[src/rtl/hack_pkg.sv]
// -----------------------------------------------------------------------------
// hack_pkg
// Shared definitions for the Hack-style arithmetic/logic blocks.
//   HACK_WIDTH : native datapath width of the Hack machine (16 bits)
//   state_t    : state encoding used by the bit-serial units
//                IDLE=2'd0, SHIFT=2'd1, DONE=2'd2 (2'd3 unused, treated as IDLE)
// No ports (package).
// -----------------------------------------------------------------------------
package hack_pkg;

    localparam int HACK_WIDTH = 16;

    typedef enum logic [1:0] {
        IDLE  = 2'd0,
        SHIFT = 2'd1,
        DONE  = 2'd2
    } state_t;

endpackage

[src/rtl/or16_serial_or.sv]
// -----------------------------------------------------------------------------
// _or
// Existing 1-bit OR gate primitive reused as the single bit operator of the
// serial OR unit.
// Ports:
//   a   in  1  first input bit
//   b   in  1  second input bit
//   out out 1  a | b
// -----------------------------------------------------------------------------
module _or (
    input  logic a,
    input  logic b,
    output logic out
);

    assign out = a | b;

endmodule

[src/rtl/or16_serial.sv]
// -----------------------------------------------------------------------------
// or16_serial
// Bit-serial WIDTH-bit bitwise OR with valid/ready handshakes on both sides.
// An accepted operand pair is processed LSB first, one bit per clock, through a
// single _or gate; the result is held until the sink takes it.
// Latency: out_valid rises WIDTH cycles after the accepting edge; minimum
// WIDTH+2 cycles per operation with out_ready held high.
//
// Optional feature macro: OR16_SERIAL_ZR_EN
//   defined   -> adds the zr output (result all-zero flag, valid in DONE)
//   undefined -> no zr port, no any1 register
//
// Parameters:
//   WIDTH      operand/result width, >= 2 (default HACK_WIDTH = 16)
// Ports:
//   clk        in  1      rising-edge clock
//   rst_n      in  1      asynchronous active-low reset
//   in_valid   in  1      operand pair present
//   in_ready   out 1      block can accept an operand pair (IDLE)
//   a          in  WIDTH  operand A, sampled on the accepting edge only
//   b          in  WIDTH  operand B, sampled on the accepting edge only
//   out_valid  out 1      result present (DONE)
//   out_ready  in  1      sink takes the result
//   out        out WIDTH  result a | b, meaningful while out_valid=1
//   zr         out 1      result is all-zero (only with OR16_SERIAL_ZR_EN)
// -----------------------------------------------------------------------------
module or16_serial
    import hack_pkg::*;
#(
    parameter int WIDTH = HACK_WIDTH
) (
    input  logic             clk,
    input  logic             rst_n,
    input  logic             in_valid,
    output logic             in_ready,
    input  logic [WIDTH-1:0] a,
    input  logic [WIDTH-1:0] b,
    output logic             out_valid,
    input  logic             out_ready,
    output logic [WIDTH-1:0] out
`ifdef OR16_SERIAL_ZR_EN
    ,
    output logic             zr
`endif
);

    localparam int CNT_W = $clog2(WIDTH);
    localparam logic [CNT_W-1:0] CNT_LAST = CNT_W'(WIDTH - 1);

    state_t           state;
    logic [WIDTH-1:0] a_sh;
    logic [WIDTH-1:0] b_sh;
    logic [WIDTH-1:0] res;
    logic [CNT_W-1:0] cnt;
    logic             or_bit;
`ifdef OR16_SERIAL_ZR_EN
    logic             any1;
`endif

    // The only bit operator in the datapath: current LSBs of both shifters.
    _or u_or (
        .a   (a_sh[0]),
        .b   (b_sh[0]),
        .out (or_bit)
    );

    // Control and datapath in one block. Result bits enter at the MSB and
    // move down, so after WIDTH shifts the first processed bit sits at bit 0.
    // The unused encoding 2'd3 behaves like IDLE via the default branch.
    always_ff @(posedge clk or negedge rst_n) begin
        if (!rst_n) begin
            state <= IDLE;
            a_sh  <= '0;
            b_sh  <= '0;
            res   <= '0;
            cnt   <= '0;
`ifdef OR16_SERIAL_ZR_EN
            any1  <= 1'b0;
`endif
        end else begin
            case (state)
                SHIFT: begin
                    res  <= {or_bit, res[WIDTH-1:1]};
                    a_sh <= {1'b0, a_sh[WIDTH-1:1]};
                    b_sh <= {1'b0, b_sh[WIDTH-1:1]};
                    cnt  <= cnt + 1'b1;
`ifdef OR16_SERIAL_ZR_EN
                    if (or_bit) begin
                        any1 <= 1'b1;
                    end
`endif
                    if (cnt == CNT_LAST) begin
                        state <= DONE;
                    end
                end
                DONE: begin
                    if (out_ready) begin
                        state <= IDLE;
                    end
                end
                default: begin
                    if (in_valid) begin
                        a_sh  <= a;
                        b_sh  <= b;
                        res   <= '0;
                        cnt   <= '0;
`ifdef OR16_SERIAL_ZR_EN
                        any1  <= 1'b0;
`endif
                        state <= SHIFT;
                    end else begin
                        state <= IDLE;
                    end
                end
            endcase
        end
    end

    // Handshake outputs are pure state decodes; no path from in_valid or
    // out_ready reaches any output.
    assign in_ready  = (state != SHIFT) && (state != DONE);
    assign out_valid = (state == DONE);
    assign out       = res;

`ifdef OR16_SERIAL_ZR_EN
    assign zr = (state == DONE) && !any1;
`endif

endmodule

[config.mk]
export PLATFORM = sky130hd
export DESIGN_NAME = or16_serial
export DESIGN_NICKNAME = d
export VERILOG_FILES = /design/src/rtl/hack_pkg.sv /design/src/rtl/or16_serial_or.sv /design/src/rtl/or16_serial.sv
export SDC_FILE = /design/constraint.sdc
export NUM_CORES = 1
export LEC_CHECK = 0
export ABC_AREA = 1
export BUFFER_PORTS_ARGS = -buffer_cell sky130_fd_sc_hd__buf_4
export CAP_MARGIN = 0
export CORE_ASPECT_RATIO = 1.1
export CORE_MARGIN = 2
export CORE_UTILIZATION = 55
export CTS_BUF_LIST = sky130_fd_sc_hd__clkbuf_8 sky130_fd_sc_hd__clkbuf_16
export DETAILED_ROUTE_END_ITERATION = 8
export PLACE_DENSITY = 0.81
export SLEW_MARGIN = 25
export SYNTH_ARGS = -nofsm -noshare
export SYNTH_HDL_FRONTEND = slang
export SYNTH_SLANG_ARGS = --single-unit
[constraint.sdc]
create_clock -name clk -period 2.7 [get_ports clk]
set_input_delay 0.54 -clock clk [delete_from_list [all_inputs] [get_ports clk]]
set_output_delay 0.54 -clock clk [all_outputs]
set_load 0.1 [all_outputs]
# Word level (Yosys, flattened, before mapping)
# Cells that the tools add are included.
# W data, S select, Z words.
# totals
reg_bits	54
inputBits	36
output_inout_bits	18
# op_classes
addsub	1
n_eq_ne	7
mux	12
bitwise	2
n_reduce_logical	4
# op_table
op	n
$pmux W16 S2	3
$mux W16	3
$pmux W4 S2	1
$add A4 B1 Y4 const B	1
$eq A4 B4 Y1 const B	1
$mux W2	2
$mux W4	1
$ne A2 B1 Y1 const B	2
$ne A2 B2 Y1 const B	2
$pmux W2 S2	1
$reduce_and A2 Y1	2
$eq A2 B1 Y1 const B	1
$eq A2 B2 Y1 const B	1
$reduce_bool A2 Y1	1
$logic_and A1 B1 Y1	1
$mux W1	1
$not A1 Y1	1
$or A1 B1 Y1	1

# Logic depth before layout (Yosys ltp)
# logic_depth
depth_word	3
depth_mapped	9

# Cells and area by module
# Synthesis repeated with hierarchy kept, for this count alone.
# hier_totals
cells_unflattened	290
area_unflattened_um2	2511.2
# by_module_without_submodules
mod	n_inst	cells_per_inst	area_per_inst_um2	seq_area_each_um2
or16_serial	1	287	2499.9	1351.3
_or	1	3	11.3	0.0

# Worst setup path before layout
# Ideal clock, no wire load.
# synth_path
path_kind	register -> register
startpoint	reg state[0]
endpoint	reg a_sh[0]
setup_ns	0.119
t_arrival_ns	1.944
required_ns	2.581
slack_ns	0.637
stages_incl_launch_ff	8
path_buffers	1
period_less_slack_ns	2.063
cell_sequence	dfrtp_1 inv_1 ha_1 inv_2 nand2_1 nand2_4 buf_2 o21a_1
# synth_via
elab_chain_cells	3
# synth_lines
element	line_no	source
from (decl)	or16_serial.sv:50	state_t state;
from (signal assigned)	or16_serial.sv:72	state <= IDLE;
from (signal assigned)	or16_serial.sv:93	state <= DONE;
from (signal assigned)	or16_serial.sv:98	state <= IDLE;
$eq A2 B2 Y1 (*)	-	
via out_valid	or16_serial.sv:38	output logic out_valid,
$not A1 Y1 (no source line)	-	
$reduce_and A2 Y1 (no source line)	-	
to (signal assigned)	or16_serial.sv:84	a_sh <= {1'b0, a_sh[WIDTH-1:1]};
to (decl)	or16_serial.sv:51	logic [WIDTH-1:0] a_sh;
# Mark *: on every way through the listed nets, which the timed path passes. The rest lies on a longest branch.
# A chain may end at the register's enable or synchronous reset.

# Final worst setup path
# layout_path
startpoint	reg state[0]
endpoint	reg cnt[2]
# layout_via
elab_chain_cells	3
# layout_lines
element	line_no	source
$eq A2 B1 Y1 or $eq A2 B2 Y1 (tied branches)	or16_serial.sv:81	case (state)
$reduce_bool A2 Y1 (no source line) or $not A1 Y1 (tied branches)	-	
$reduce_and A2 Y1 (no source line)	-	
to (signal assigned)	or16_serial.sv:86	cnt <= cnt + 1'b1;
to (decl)	or16_serial.sv:54	logic [CNT_W-1:0] cnt;
# Several ways; a longest one is shown, not always the timed one.

==> flow_metrics.env <==
export IMPL_outcome="completed"
export IMPL_finalWirelength_mm=4.87
export IMPL_path_max_fanout=70
export IMPL_irDropWorstVdd_v=0.000514
export IMPL_insertedDiodeCount=0
export IMPL_relSlewSlack=0.544
export IMPL_num_io_pins=54
export IMPL_grt_busiest_layer="met2"
export IMPL_avgSynthCellArea_um2=8.71
export IMPL_synthArstFlopShare=1.00
export IMPL_post_place_ws_ns=0.700
export IMPL_cp_required_ns=2.89
export IMPL_numCtsBuffers=5
export IMPL_setup_tns_ns=0
export IMPL_hold_path_class="in -> async"
export IMPL_slew_violations=0
export IMPL_place_gp_congestion=0.807
export IMPL_antenna_found_initial=0
export IMPL_grt_overflow=0
export IMPL_place_inst=377
export IMPL_yosysUniqueCellTypes=19
export IMPL_htree_levels=2
export IMPL_dp_hpwl_mm=3.20
export IMPL_ctsResizeCount=0
export IMPL_cts_path_max_buffers=2
export IMPL_grt_use_met1=0.277
export IMPL_via_per_inst=5.29
export IMPL_fmax_ghz=0.501
export IMPL_syn_nets=327
export IMPL_grt_pass1_vias=1881
export IMPL_n_fill_cell=351
export IMPL_first_iter_violations=186
export IMPL_synth_area_leader_cell="dfrtp_1"
export IMPL_ys_flop_type="dfrtp_1"
export IMPL_path_buf_inv=3
export IMPL_hold_viol=0
export IMPL_route_vias_total=2035
export IMPL_layout_drive_gt1_share=0.211
export IMPL_path_clk_slew_ns=0.10
export IMPL_firstDrtPassIters=4
export IMPL_start_util=0.575
export IMPL_power_frac_seq=0.403
export IMPL_grt_pass1_wl_mm=8.29
export IMPL_die_h_um=74.7
export IMPL_clk_latency_ns=0.31
export IMPL_drc=0
export IMPL_cts_hold_buf=0
export IMPL_power_density_mw_per_mm2=1030
export IMPL_hold_slack_ns=0.266
export IMPL_worst_path_max_delay_cell="nand2_4"
export IMPL_met3_usage=0.0508
export IMPL_routedWlPerCell_um=12.7
export IMPL_yosysSeqAreaShare=0.541
export IMPL_pwr_share_clk=0.177
export IMPL_slowest_delay_ns=0.48
export IMPL_cts_root_buf="clkbuf_8"
export IMPL_synthTopCellsByArea="dfrtp_1 54%, nor2_1 8.6%, nand2_1 8.1%"
export IMPL_layoutNonFillerInstCount=385
export IMPL_post_route_period_util=0.739
export IMPL_period_needed_ns=2.00
export IMPL_synth_warnings=0
export IMPL_finalClockSkew_ns=0.00618
export IMPL_internal_power_uw=1800
export IMPL_setup_violations=0
export IMPL_synth_top_area_frac=0.541
export IMPL_p_comb_frac=0.420
export IMPL_cap_violations=0
export IMPL_cpLargestDelayFamily="simple AND/OR/NAND/NOR gates"
export IMPL_coreArea_mm2=0.00435
export IMPL_cp_arrival_ns=2.18
export IMPL_grt_start_max_net_pins=71
export IMPL_synth_edf_count=0
export IMPL_cts_tree="yes"
export IMPL_grt_total_usage=0.213
export IMPL_die_area_mm2=0.00510
export IMPL_start_kind="register"
export IMPL_rsz0062_at_grt="false"
export IMPL_synth_seq_cells=54
export IMPL_worst_slack_ns=0.705
export IMPL_power_leakage_uw=0.00145
export IMPL_p_sw_uw=1270
export IMPL_worst_slew_pin_slew_ns=0.684
export IMPL_synth_cells=287
export IMPL_die_w_um=68.3
export IMPL_port_buffers=53
export IMPL_syn_area_mm2=0.00250
export IMPL_fin_nets=370
export IMPL_postCtsSetupBuffers=0
export IMPL_p_sw_frac=0.415
export IMPL_met2_usage=0.365
export IMPL_rows=25
export IMPL_clock_sinks=54
export IMPL_area_delta_synth_final_pct=19.3
export IMPL_ant_nets=0
export IMPL_endpoint_kind="register"
export IMPL_worstSetupPathType="reg -> reg"
export IMPL_cp_cell_sequence="inv_1 -> ha_1 -> inv_2 -> nand2_1 -> nand2_4 -> inv_2 -> nand2_1 -> o21ai_1"
-- sequential cells by signal, indices dropped and copies added (netlist names) --
name and count:
state 2, out 16, cnt 4, a_sh 16, b_sh 16
-- power groups by stage --
stage,sequential (µW),combinational (µW),clock [µW]
3_5_place_dp,1250,1300,0
4_1_cts,1240,1300,559
3_3_place_gp,1240,1260,0
6_report,1240,1290,543
5_1_grt,1270,1450,586
2_1_floorplan,1310,1030,0
-- placed cells by master, fill, tap and decap left out --
master,n
nor2_1,57
buf_4,55
nand2_1,54
dfrtp_1,54
o21ai_1,29
o21a_1,27
nand3_1,21
inv_1,5
o21ai_0,5
clkbuf_8,5
ha_1,4
inv_2,3
a21oi_1,3
o211ai_1,2
or2_2,2
clkinvlp_4,2
nand2_2,1
nand2_4,1
bufinv_16,1
-- per-stage QoR --
stage | area [µm²] | power, µW | util
detailed placement | 2870 | 2550 | 0.659
global route | 2980 | 3310 | 0.685
global placement | 2870 | 2500 | 0.659
finish | 2980 | 3070 | 0.685
floorplan | 2500 | 2330 | -
CTS | 2980 | 3100 | 0.685
-- final cells by class --
class | instances | area [µm²] | area share
flip-flops and latches | 54 | 1350 | 0.453
multi-input cells | 206 | 1000 | 0.337
repair buffers | 55 | 413 | 0.139
clock buffers | 5 | 68.8 | 0.0231
well taps | 54 | 67.6 | 0.0227
clock inverters | 3 | 45.0 | 0.0151
inverters | 8 | 30.0 | 0.0101
-- synthesized netlist by cell type, types with 2 or more instances --
cell type / number
a21oi_1: 3
buf_2: 12
buf_4: 5
dfrtp_1: 54
ha_1: 4
inv_1: 5
inv_2: 3
nand2_1: 54
nand3_1: 21
nor2_1: 57
o211ai_1: 2
o21a_1: 27
o21ai_0: 5
o21ai_1: 29
or2_2: 2
-- per-layer routing --
layer | wire length, µm | share of wire
met2 | 2340 | 0.48
met4 | 44 | 0.0090
met5 | 0 | 0
met1 | 2240 | 0.46
met3 | 243 | 0.050
-- final timing paths --
path,startpoint,endpoint,slack (ns),cells past startpoint
max reg2reg,state[0],cnt[2],0.70,8
min reg2reg,b_sh[5],b_sh[5],0.49,2
min in group clk,b[15],b_sh[15],0.46,3
min,rst_n,b_sh[6],0.27,1
max in group asynchronous,rst_n,a_sh[12],1.98,1
max,state[0],cnt[2],0.70,8
-- worst reg2reg max path, delay by kind of cell (launching register included) --
| family | cells | cell delay [ns] |
|---|---|---|
| buf+inv | 3 | 0.48 |
| simple gates | 3 | 0.70 |
| compound gates | 1 | 0.07 |
| flops | 1 | 0.40 |
| fa+ha+maj | 1 | 0.23 |
-- cells by family (layout without fill, tap and decap cells) --
logic type,count (synthesis),count (layout),share of synthesized area
fa+ha+maj,4,4,0.0200
compound gates,66,66,0.161
simple gates,136,136,0.221
flops,54,54,0.541
buf+inv,27,71,0.0571
No activity file was read; power rests on OpenSTA's default activity.
